[config.mk]
export PLATFORM = sky130hd
export DESIGN_NAME = ttc_sync_flat
export DESIGN_NICKNAME = d
export VERILOG_FILES = /design/src/rtl/ttc_sync_if.sv /design/src/rtl/ttc_sync.sv /design/src/flat_wrapper.sv
export SDC_FILE = /design/constraint.sdc
export NUM_CORES = 1
export LEC_CHECK = 0
export ABC_AREA = 1
export BUFFER_PORTS_ARGS = -buffer_cell sky130_fd_sc_hd__buf_2
export CAP_MARGIN = 20
export CORE_MARGIN = 5
export CORE_UTILIZATION = 30
export CTS_BUF_LIST = sky130_fd_sc_hd__clkbuf_16
export CTS_CLUSTER_SIZE = 24
export DETAILED_ROUTE_END_ITERATION = 16
export PLACE_DENSITY = 0.49
export SLEW_MARGIN = 5
export SYNTH_ARGS = -nofsm -noshare
export SYNTH_HDL_FRONTEND = slang
export SYNTH_SLANG_ARGS = --single-unit
[constraint.sdc]
create_clock -name clock -period 2.09 [get_ports clock]
set_input_delay 0.5225 -clock clock [delete_from_list [all_inputs] [get_ports clock]]
set_output_delay 0.5225 -clock clock [all_outputs]
set_load 0.01 [all_outputs]
[src/rtl/ttc_sync_if.sv]
`default_nettype none
// ttc_sync_if: TTC strobes, BXN preset and synchroniser status bundle.
// Revision 1.0
interface ttc_sync_if #(
  parameter int MXBXN = 12,
  parameter int MXCNT = 32,
  parameter int MXERR = 16
) ();
  logic             ttc_bx0;
  logic             ttc_resync;
  logic             err_cnt_reset;
  logic [MXBXN-1:0] bxn_offset;
  logic [MXBXN-1:0] bxn_counter;
  logic [MXCNT-1:0] orbit_counter;
  logic             bx0_local;
  logic             bxn_sync;
  logic             bxn_sync_err;
  logic             locked;
  logic [1:0]       sync_state;
  logic [MXERR-1:0] bx0_err_cnt;
  logic [MXERR-1:0] bx0_miss_cnt;
  logic [MXERR-1:0] resync_cnt;

  modport master (
    output ttc_bx0, ttc_resync, err_cnt_reset, bxn_offset,
    input  bxn_counter, orbit_counter, bx0_local, bxn_sync, bxn_sync_err,
           locked, sync_state, bx0_err_cnt, bx0_miss_cnt, resync_cnt
  );

  modport slave (
    input  ttc_bx0, ttc_resync, err_cnt_reset, bxn_offset,
    output bxn_counter, orbit_counter, bx0_local, bxn_sync, bxn_sync_err,
           locked, sync_state, bx0_err_cnt, bx0_miss_cnt, resync_cnt
  );
endinterface
`default_nettype wire

[src/rtl/ttc_sync.sv]
`default_nettype none
// ttc_sync: bunch-crossing/orbit counter aligned to TTC bx0 with lock tracking and error counters.
// Revision 1.0
module ttc_sync #(
  parameter int MXBXN          = 12,
  parameter int LHC_CYCLE      = 3564,
  parameter int MXCNT          = 32,
  parameter int MXERR          = 16,
  parameter bit HOLD_UNTIL_BX0 = 1'b1,
  parameter int LOCK_COUNT     = 4,
  parameter int UNLOCK_COUNT   = 2
) (
  input  logic      clock,
  input  logic      reset,
  ttc_sync_if.slave bus
);

  typedef enum logic [1:0] {
    ST_HOLD    = 2'd0,
    ST_SYNCING = 2'd1,
    ST_LOCKED  = 2'd2
  } state_t;

  localparam logic [MXBXN-1:0] BXN_LAST    = MXBXN'(LHC_CYCLE - 1);
  localparam logic [MXCNT-1:0] ORBIT_MAX   = '1;
  localparam logic [MXERR-1:0] ERR_MAX     = '1;
  localparam logic [7:0]       LOCK_N      = 8'(LOCK_COUNT);
  localparam logic [7:0]       UNLOCK_N    = 8'(UNLOCK_COUNT);
  localparam state_t           RESET_STATE = HOLD_UNTIL_BX0 ? ST_HOLD : ST_SYNCING;

  state_t           state, state_nxt;
  logic [7:0]       good_run, good_run_nxt;
  logic [7:0]       bad_run, bad_run_nxt;
  logic [MXBXN-1:0] offset_lim;
  logic [MXBXN-1:0] bxn_counter;
  logic [MXCNT-1:0] orbit_counter;
  logic [MXERR-1:0] bx0_err_cnt, bx0_miss_cnt, resync_cnt;
  logic             bxn_sync_err;

  logic preset, bxn_sync, judge, good, early, miss, bad;

  assign preset   = ((HOLD_UNTIL_BX0 && (state == ST_HOLD)) || bus.ttc_resync) && !bus.ttc_bx0;
  assign bxn_sync = (bxn_counter == offset_lim);
  // Alignment is only judged on free-running cycles outside HOLD.
  assign judge    = !preset && !bus.ttc_resync && (state != ST_HOLD);
  assign good     = judge &&  bus.ttc_bx0 &&  bxn_sync;
  assign early    = judge &&  bus.ttc_bx0 && !bxn_sync;
  assign miss     = judge && !bus.ttc_bx0 &&  bxn_sync;
  assign bad      = early || miss;

  always_ff @(posedge clock or negedge reset) begin
    if (!reset) begin
      state    <= RESET_STATE;
      good_run <= '0;
      bad_run  <= '0;
    end else begin
      state    <= state_nxt;
      good_run <= good_run_nxt;
      bad_run  <= bad_run_nxt;
    end
  end

  always_comb begin
    state_nxt    = state;
    good_run_nxt = good_run;
    bad_run_nxt  = bad_run;
    if (bus.ttc_resync) begin
      bad_run_nxt = '0;
      if (bus.ttc_bx0) begin
        state_nxt    = ST_SYNCING;
        good_run_nxt = 8'd1;
      end else begin
        state_nxt    = RESET_STATE;
        good_run_nxt = '0;
      end
    end else begin
      case (state)
        ST_HOLD: begin
          if (bus.ttc_bx0) begin
            state_nxt    = ST_SYNCING;
            good_run_nxt = 8'd1;
            bad_run_nxt  = '0;
          end
        end
        ST_SYNCING: begin
          if (good) begin
            good_run_nxt = good_run + 8'd1;
            if (good_run_nxt == LOCK_N) begin
              state_nxt   = ST_LOCKED;
              bad_run_nxt = '0;
            end
          end else if (bad) begin
            good_run_nxt = '0;
          end
        end
        ST_LOCKED: begin
          if (good) begin
            bad_run_nxt = '0;
          end else if (bad) begin
            bad_run_nxt = bad_run + 8'd1;
            if (bad_run_nxt == UNLOCK_N) begin
              state_nxt    = ST_SYNCING;
              good_run_nxt = '0;
              bad_run_nxt  = '0;
            end
          end
        end
        default: begin
          state_nxt    = RESET_STATE;
          good_run_nxt = '0;
          bad_run_nxt  = '0;
        end
      endcase
    end
  end

  always_ff @(posedge clock or negedge reset) begin
    if (!reset) begin
      offset_lim    <= '0;
      bxn_counter   <= '0;
      orbit_counter <= '0;
      bxn_sync_err  <= 1'b0;
      bx0_err_cnt   <= '0;
      bx0_miss_cnt  <= '0;
      resync_cnt    <= '0;
    end else begin
      offset_lim <= (bus.bxn_offset > BXN_LAST) ? BXN_LAST : bus.bxn_offset;

      if (preset)
        bxn_counter <= offset_lim;
      else if (bxn_counter == BXN_LAST)
        bxn_counter <= '0;
      else
        bxn_counter <= bxn_counter + MXBXN'(1);

      if (bus.ttc_resync)
        orbit_counter <= '0;
      else if (!preset && (bxn_counter == BXN_LAST) && (orbit_counter != ORBIT_MAX))
        orbit_counter <= orbit_counter + MXCNT'(1);

      // A bad event in the same cycle as a preset keeps the flag set.
      if (bad)
        bxn_sync_err <= 1'b1;
      else if (preset)
        bxn_sync_err <= 1'b0;

      if (bus.err_cnt_reset) begin
        bx0_err_cnt  <= '0;
        bx0_miss_cnt <= '0;
        resync_cnt   <= '0;
      end else begin
        if (early && (bx0_err_cnt != ERR_MAX))
          bx0_err_cnt <= bx0_err_cnt + MXERR'(1);
        if (miss && (bx0_miss_cnt != ERR_MAX))
          bx0_miss_cnt <= bx0_miss_cnt + MXERR'(1);
        if (bus.ttc_resync && (resync_cnt != ERR_MAX))
          resync_cnt <= resync_cnt + MXERR'(1);
      end
    end
  end

  assign bus.bxn_counter   = bxn_counter;
  assign bus.orbit_counter = orbit_counter;
  assign bus.bx0_local     = (bxn_counter == '0);
  assign bus.bxn_sync      = bxn_sync;
  assign bus.bxn_sync_err  = bxn_sync_err;
  assign bus.locked        = (state == ST_LOCKED);
  assign bus.sync_state    = state;
  assign bus.bx0_err_cnt   = bx0_err_cnt;
  assign bus.bx0_miss_cnt  = bx0_miss_cnt;
  assign bus.resync_cnt    = resync_cnt;

endmodule
`default_nettype wire

[src/flat_wrapper.sv]
// flat-port wrapper written by rule: the top's interface ports become plain ports
module ttc_sync_flat 
#(
  parameter int MXBXN          = 12,
  parameter int LHC_CYCLE      = 3564,
  parameter int MXCNT          = 32,
  parameter int MXERR          = 16,
  parameter bit HOLD_UNTIL_BX0 = 1'b1,
  parameter int LOCK_COUNT     = 4,
  parameter int UNLOCK_COUNT   = 2
)
  (clock, reset, bus_ttc_bx0, bus_ttc_resync, bus_err_cnt_reset, bus_bxn_offset, bus_bxn_counter, bus_orbit_counter, bus_bx0_local, bus_bxn_sync, bus_bxn_sync_err, bus_locked, bus_sync_state, bus_bx0_err_cnt, bus_bx0_miss_cnt, bus_resync_cnt);
  ttc_sync_if #(.MXBXN(MXBXN), .MXCNT(MXCNT), .MXERR(MXERR)) bus_i ();
  input  logic clock;
  input  logic reset;
  input wire logic [$bits(bus_i.ttc_bx0)-1:0] bus_ttc_bx0;
  input wire logic [$bits(bus_i.ttc_resync)-1:0] bus_ttc_resync;
  input wire logic [$bits(bus_i.err_cnt_reset)-1:0] bus_err_cnt_reset;
  input wire logic [$bits(bus_i.bxn_offset)-1:0] bus_bxn_offset;
  output wire logic [$bits(bus_i.bxn_counter)-1:0] bus_bxn_counter;
  output wire logic [$bits(bus_i.orbit_counter)-1:0] bus_orbit_counter;
  output wire logic [$bits(bus_i.bx0_local)-1:0] bus_bx0_local;
  output wire logic [$bits(bus_i.bxn_sync)-1:0] bus_bxn_sync;
  output wire logic [$bits(bus_i.bxn_sync_err)-1:0] bus_bxn_sync_err;
  output wire logic [$bits(bus_i.locked)-1:0] bus_locked;
  output wire logic [$bits(bus_i.sync_state)-1:0] bus_sync_state;
  output wire logic [$bits(bus_i.bx0_err_cnt)-1:0] bus_bx0_err_cnt;
  output wire logic [$bits(bus_i.bx0_miss_cnt)-1:0] bus_bx0_miss_cnt;
  output wire logic [$bits(bus_i.resync_cnt)-1:0] bus_resync_cnt;
  assign bus_i.ttc_bx0 = bus_ttc_bx0;
  assign bus_i.ttc_resync = bus_ttc_resync;
  assign bus_i.err_cnt_reset = bus_err_cnt_reset;
  assign bus_i.bxn_offset = bus_bxn_offset;
  assign bus_bxn_counter = bus_i.bxn_counter;
  assign bus_orbit_counter = bus_i.orbit_counter;
  assign bus_bx0_local = bus_i.bx0_local;
  assign bus_bxn_sync = bus_i.bxn_sync;
  assign bus_bxn_sync_err = bus_i.bxn_sync_err;
  assign bus_locked = bus_i.locked;
  assign bus_sync_state = bus_i.sync_state;
  assign bus_bx0_err_cnt = bus_i.bx0_err_cnt;
  assign bus_bx0_miss_cnt = bus_i.bx0_miss_cnt;
  assign bus_resync_cnt = bus_i.resync_cnt;
  ttc_sync #(.MXBXN(MXBXN), .LHC_CYCLE(LHC_CYCLE), .MXCNT(MXCNT), .MXERR(MXERR), .HOLD_UNTIL_BX0(HOLD_UNTIL_BX0), .LOCK_COUNT(LOCK_COUNT), .UNLOCK_COUNT(UNLOCK_COUNT)) u_core (.clock(clock), .reset(reset), .bus(bus_i));
endmodule
# Word level (Yosys, flattened, before mapping)

Cells that the tools add are included.

Bits in registers: 123
Bits of input ports: 17
Output and inout port bits: 98
Logic and storage cells: 105

Add/sub/neg operators: 7
Order comparisons: 1
Equal/unequal tests: 18
Mux-type cells: 39
Reduce and logical (&&, ||, !) cells: 30

Operator list:

| kind                    | number |
|---|---|
| $mux W8                 | 14 |
| $mux W16                | 6 |
| $mux W32                | 2 |
| $add A16 B1 Y16 const B | 3 |
| $ne A16 B16 Y1 const B  | 3 |
| $pmux W8 S3             | 2 |
| $mux W12                | 3 |
| $add A32 B1 Y32 const B | 1 |
| $ne A32 B32 Y1 const B  | 1 |
| $add A8 B1 Y8 const B   | 2 |
| $mux W2                 | 7 |
| $logic_and A1 B1 Y1     | 13 |
| $add A12 B1 Y12 const B | 1 |
| $eq A12 B12 Y1          | 1 |
| $eq A12 B12 Y1 const B  | 1 |
| $gt A12 B12 Y1 const B  | 1 |
| $logic_not A12 Y1       | 1 |
| $ne A3 B2 Y1 const B    | 4 |
| $reduce_bool A2 Y1      | 6 |
| $eq A8 B2 Y1 const B    | 1 |
| $eq A8 B3 Y1 const B    | 1 |
| $ne A4 B2 Y1 const B    | 2 |
| $ne A3 B3 Y1 const B    | 2 |
| $pmux W2 S3             | 1 |
| other kinds (9)         | 16 |

# Depth between registers and ports, before layout

Depth after elaboration: 13
Mapped depth: 15
Mapped depth without buffers: 14

# Worst setup path after synthesis

Ideal clock, no wire load.

Kind: register -> register
From: reg u_core.orbit_counter[0], in the netlist u_core.bus.orbit_counter[0]
To: reg u_core.orbit_counter[23], in the netlist u_core.bus.orbit_counter[23]
Setup time: 0.122 ns
Data arrival time: 1.838 ns
Required time: 1.968 ns
Slack: 0.130 ns
Cell stages (with the launch flop): 13
Buffers on the path: 2
Period minus slack after synthesis: 1.960 ns
Cell sequence: dfrtp_1 -> ha_1 -> nand3_1 -> inv_2 -> nand2_2 -> nor2_4 -> nand4_2 -> nand2_2 -> nand2_2 -> buf_6 -> buf_6 -> nand4_2 -> o21ai_2

Word-level cells in the longest chain between the ends: 3
Elaborated cells between the ends (all ways): 6
Classes of those cells: 1 x add/sub; 1 x eq/ne; 2 x mux; 2 x reduce/logical

Ends and longest elaborated chain:

| element                                                  | RTL line                         | RTL |
|---|---|---|
| start: declaration                                       | ttc_sync.sv:36                   | `logic [MXCNT-1:0] orbit_counter;` |
| start signal: assignment                                 | ttc_sync.sv:139                  | `orbit_counter <= orbit_counter + MXCNT'(1);` |
| $add A32 B1 Y32 / $ne A32 B32 Y1 (equally long branches) | ttc_sync.sv:139, ttc_sync.sv:138 |  |
| $mux W32 / $logic_and A1 B1 Y1 (equally long branches)   | ttc_sync.sv:138                  | `else if (!preset && (bxn_counter == BXN_LAST) && (orbit_counter != ORBIT_MAX))` |
| $mux W32 / $reduce_bool A2 Y1 (equally long branches)    | -                                |  |

Parallel ways exist; a longest one is shown, timed or not. The select of a mux whose other input is x is not followed.
A chain may end at the register's enable or synchronous reset.

# Final worst setup path

From: reg u_core.bxn_counter[5], in the netlist u_core.bus.bxn_counter[5]
To: out bus_bxn_sync

Word-level cells in the longest chain between the ends: 1

Ends and longest elaborated chain:

| element                  | RTL line           | RTL |
|---|---|---|
| start: declaration       | ttc_sync.sv:35     | `logic [MXBXN-1:0] bxn_counter;` |
| start signal: assignment | ttc_sync.sv:130    | `bxn_counter <= offset_lim;` |
| start signal: assignment | ttc_sync.sv:134    | `bxn_counter <= bxn_counter + MXBXN'(1);` |
| $eq A12 B12 Y1           | ttc_sync.sv:43     | `assign bxn_sync = (bxn_counter == offset_lim);` |
| end: declaration         | flat_wrapper.sv:23 | `output wire logic [$bits(bus_i.bxn_sync)-1:0] bus_bxn_sync;` |

Every way passes these cells.

==> results.toml <==
[run_status]
outcome = "finished, final reports clean"

[sta]
layout_worst_path_cycle_share_pct = 97.9
slew_violations = 0
finalHoldViolCount = 0
holdWs_ns = 0.0503
fmax_mhz = 489
worst_slew_pin_slew_ns = 0.552
timing.clock.skew_ns = 0.0135
setup_viol_count_final = 0
slew_headroom_pct = 62.8
post_layout_minimum_cycle_time_ns = 2.05
grt_setup_unrepaired = "true"

[finish]
antenna-diode-count = 0
drive_above_1_share_pct = 27.0
fin_cells = 1585
finish.net_count = 1266
num-fill-cells = 2714
syn_to_final_growth_pct = 28.0

[clock_tree]
h-tree-depth = 4
worstSkewPairLatency_ns = 0.42
max-clock-path-buffers = 2
clkSlewWorstSetupHoldPaths_ns = 0.06
number_of_clock_sinks_seen_by_cts = 123
number_of_buffers_created_by_cts = 17
root_buffer = "sky130_fd_sc_hd__clkbuf_16"
tritoncts = "built"
cts_hold_repair.buffers = 0

[power_and_ir_drop]
static-leakage-power_nw = 4.76
power.share.clock_pct = 39.1
net-switching-power_w = 0.00258
power_report.internal_total_w = 0.00535
ir_drop_uv = 372
power_frac_comb_pct = 25.8
switching_portion_of_total_power_pct = 32.5
pwr_density_cell_nw_per_um2 = 791
pwr-share-seq_pct = 35.1

[floorplanning]
die_h_um = 172
core.rowCount = 59
io_pins = 115
dieWidth_um = 172
start_util_pct = 30.2
core_region_area_sq_um = 25900
floorplan.die_area_sq_um = 29400

[placement]
dp.cells = 1541
place_hpwl_um = 18000
placer_s_final_routability_congestion_estimate = 0.889
port_buffers = 114

[critical_path]
arrival_ns = 1.52
worst-endpoint-required_ns = 1.57
crit_path_start = "u_core.bus.bxn_counter[5]"
criticalPathCategory = "flip-flop to output pin"
timing.reg2reg.worst_path_depth = 15
end_kind = "output pin"
startpoint_type_of_the_worst_setup_path = "flip-flop"
critical_path_peak_fanout = 4
r2r-start = "u_core.bus.bxn_counter[5]"
worst-r2r-setup-slack_ns = 0.14

[detailed_routing]
ant_nets = 0
totalWireLength_um = 23400
drt_pre_antenna_iters = 5
drcViolationCount = 0
routed_via_density = 4.72
dr.first_iter.drc_count = 472
wl_per_cell_um = 14.8
via_count = 7487

[yosys]
netlist_top_cells_area = "sky130_fd_sc_hd__dfrtp_1, sky130_fd_sc_hd__nand2_1, sky130_fd_sc_hd__inv_1"
share_of_the_yosys_chip_area_belonging_to_registers_pct = 39.3
syn_nets = 1079
synthesis.yosys.warnings = 0
synthCells = 1052
yosysTopAreaCellShare_pct = 39.3
netlist_area_sq_um = 7830
synth-async-reset-ratio_pct = 100
synth_top_area_cell = "sky130_fd_sc_hd__dfrtp_1"
post_synth.cell_area_avg_sq_um = 7.44
number_of_enable_type_register_cells_in_the_synthesized_netlist = 0
synth.lib_cells_used.distinct = 42
ys_ff_latch = 123
synth-main-ff-cell = "sky130_fd_sc_hd__dfrtp_1"

[grt]
grt_antenna_before_repair = 0
largest_net_degree_at_the_start_of_global_routing = 50
grt_use_met2_pct = 25.9
grtUsageTotal_pct = 16.5
global_route_track_usage_on_met1_pct = 22.3
global_route_wire_length_before_repair_um = 38700
grt-ovfl-total = 0
grt_use_met3_pct = 3.86
grt_pass1_vias = 7454
most_used_layer_global_route = "met2"

[job]
drv.max_cap_violation_count = 0

[worst_hold_path]
holdCritPathClass = "input pin to asynchronous set/reset pin"
-- final cells by class --
type / count / area [sq um] / area share, %
multi-input combinational: 768 / 4180 / 41.7
sequential: 123 / 3080 / 30.8
timing repair buffer: 193 / 1230 / 12.2
inverter: 136 / 513 / 5.12
clock buffer: 17 / 425 / 4.25
tap: 335 / 419 / 4.18
clock inverter: 13 / 178 / 1.77
-- worst max-delay path, stage by stage, from the launching register on --
cell	delay, ns
sky130_fd_sc_hd__dfrtp_1	0.43
sky130_fd_sc_hd__inv_2	0.09
sky130_fd_sc_hd__nand2_1	0.06
sky130_fd_sc_hd__nand2_2	0.06
sky130_fd_sc_hd__nand2_2	0.08
sky130_fd_sc_hd__nor2_4	0.13
sky130_fd_sc_hd__nand3_4	0.09
sky130_fd_sc_hd__inv_2	0.07
sky130_fd_sc_hd__buf_6	0.10
-- logic make-up (layout without fill, tap and decap cells) --
family,after synthesis,after routing,share of synthesized area (%)
flops,123,123,39.3
buf+inv,161,359,8.41
compound gates,103,103,8.63
fa+ha+maj,10,10,1.60
xor+xnor,47,47,5.26
simple gates,608,608,36.8
-- metal layers --
layer  share of wire (%)  vias up
met4                 2.2        0
met1                  47     3469
met3                 5.1       37
met5                   0        -
li1                    -     3819
met2                  45      162
-- power by group through the flow --
stage               registers, W  clock network [W]  logic [W]
CTS                      0.00277            0.00317    0.00197
finish                   0.00278            0.00310    0.00204
floorplan                0.00289                  0   0.000985
global route             0.00281            0.00327    0.00229
global placement         0.00283                  0    0.00184
detailed placement       0.00283                  0    0.00184
-- Yosys cell counts, types with 7 or more instances --
master / instances
sky130_fd_sc_hd__o21ai_1: 7
sky130_fd_sc_hd__nand3_1: 85
sky130_fd_sc_hd__a21oi_1: 18
sky130_fd_sc_hd__o21ai_2: 27
sky130_fd_sc_hd__buf_2: 8
sky130_fd_sc_hd__xnor2_1: 14
sky130_fd_sc_hd__nor4_1: 9
sky130_fd_sc_hd__nand4_1: 29
sky130_fd_sc_hd__nor2_1: 104
sky130_fd_sc_hd__inv_1: 123
sky130_fd_sc_hd__inv_2: 12
sky130_fd_sc_hd__o21ai_0: 26
sky130_fd_sc_hd__nand4_2: 20
sky130_fd_sc_hd__ha_1: 10
sky130_fd_sc_hd__clkbuf_1: 7
sky130_fd_sc_hd__dfrtp_1: 123
sky130_fd_sc_hd__or2_2: 7
sky130_fd_sc_hd__nor3_1: 38
sky130_fd_sc_hd__nand2_2: 9
sky130_fd_sc_hd__o31ai_1: 16
sky130_fd_sc_hd__xor2_1: 33
sky130_fd_sc_hd__nand2_1: 282
-- worst paths after layout --
kind | to
setup / recovery | bus_bxn_sync
hold / removal | u_core.bus.orbit_counter[11]
setup reg to reg | u_core.bad_run[5]
hold reg to reg | u_core.good_run[7]
max in group asynchronous | u_core.bad_run[3]
min in group clock | u_core.offset_lim[10]
-- registers in the layout (all words and copies together), names as in the netlist, 8 cells and up --
signal                    flops
u_core.bus.bx0_err_cnt       16
u_core.bad_run                8
u_core.good_run               8
u_core.bus.orbit_counter     32
u_core.bus.bxn_counter       12
u_core.bus.bx0_miss_cnt      16
u_core.bus.resync_cnt        16
u_core.offset_lim            12
-- repair_timing --
action / CTS / global route
gates resized for setup: 12 / 19
pin swaps: 5 / 10
setup endpoints to repair: 3 / 31
buffers inserted: 10 / 4
gates cloned: 0 / 0
-- metrics by stage --
step | util, % | power (W) | setup WS [ns] | area [sq um] | setup TNS (ns)
after floorplan | - | 0.00388 | 0.130 | 7830 | 0
after global placement | 35.6 | 0.00467 | 0.0334 | 9220 | 0
after detailed placement | 35.6 | 0.00466 | 0.00559 | 9220 | 0
after CTS | 38.3 | 0.00792 | -0.0170 | 9930 | -0.0170
after global routing | 38.7 | 0.00838 | -0.0400 | 10000 | -0.0549
final | 38.7 | 0.00792 | 0.0430 | 10000 | 0
-- placed cells by master (no fill, tap or decap), types with 17 or more instances in the layout --
master,synthesis,final
sky130_fd_sc_hd__nand4_1,29,29
sky130_fd_sc_hd__nand3_1,85,84
sky130_fd_sc_hd__nand2_1,282,273
sky130_fd_sc_hd__nor2_1,104,101
sky130_fd_sc_hd__clkbuf_16,0,17
sky130_fd_sc_hd__xor2_1,33,33
sky130_fd_sc_hd__a21oi_1,18,18
sky130_fd_sc_hd__dfrtp_1,123,120
sky130_fd_sc_hd__buf_2,8,112
sky130_fd_sc_hd__o21ai_2,27,27
sky130_fd_sc_hd__o21ai_0,26,26
sky130_fd_sc_hd__nand4_2,20,20
sky130_fd_sc_hd__inv_2,12,17
sky130_fd_sc_hd__buf_4,1,75
sky130_fd_sc_hd__nor3_1,38,37
sky130_fd_sc_hd__inv_1,123,118
No activity file was read; power rests on OpenSTA's default activity.
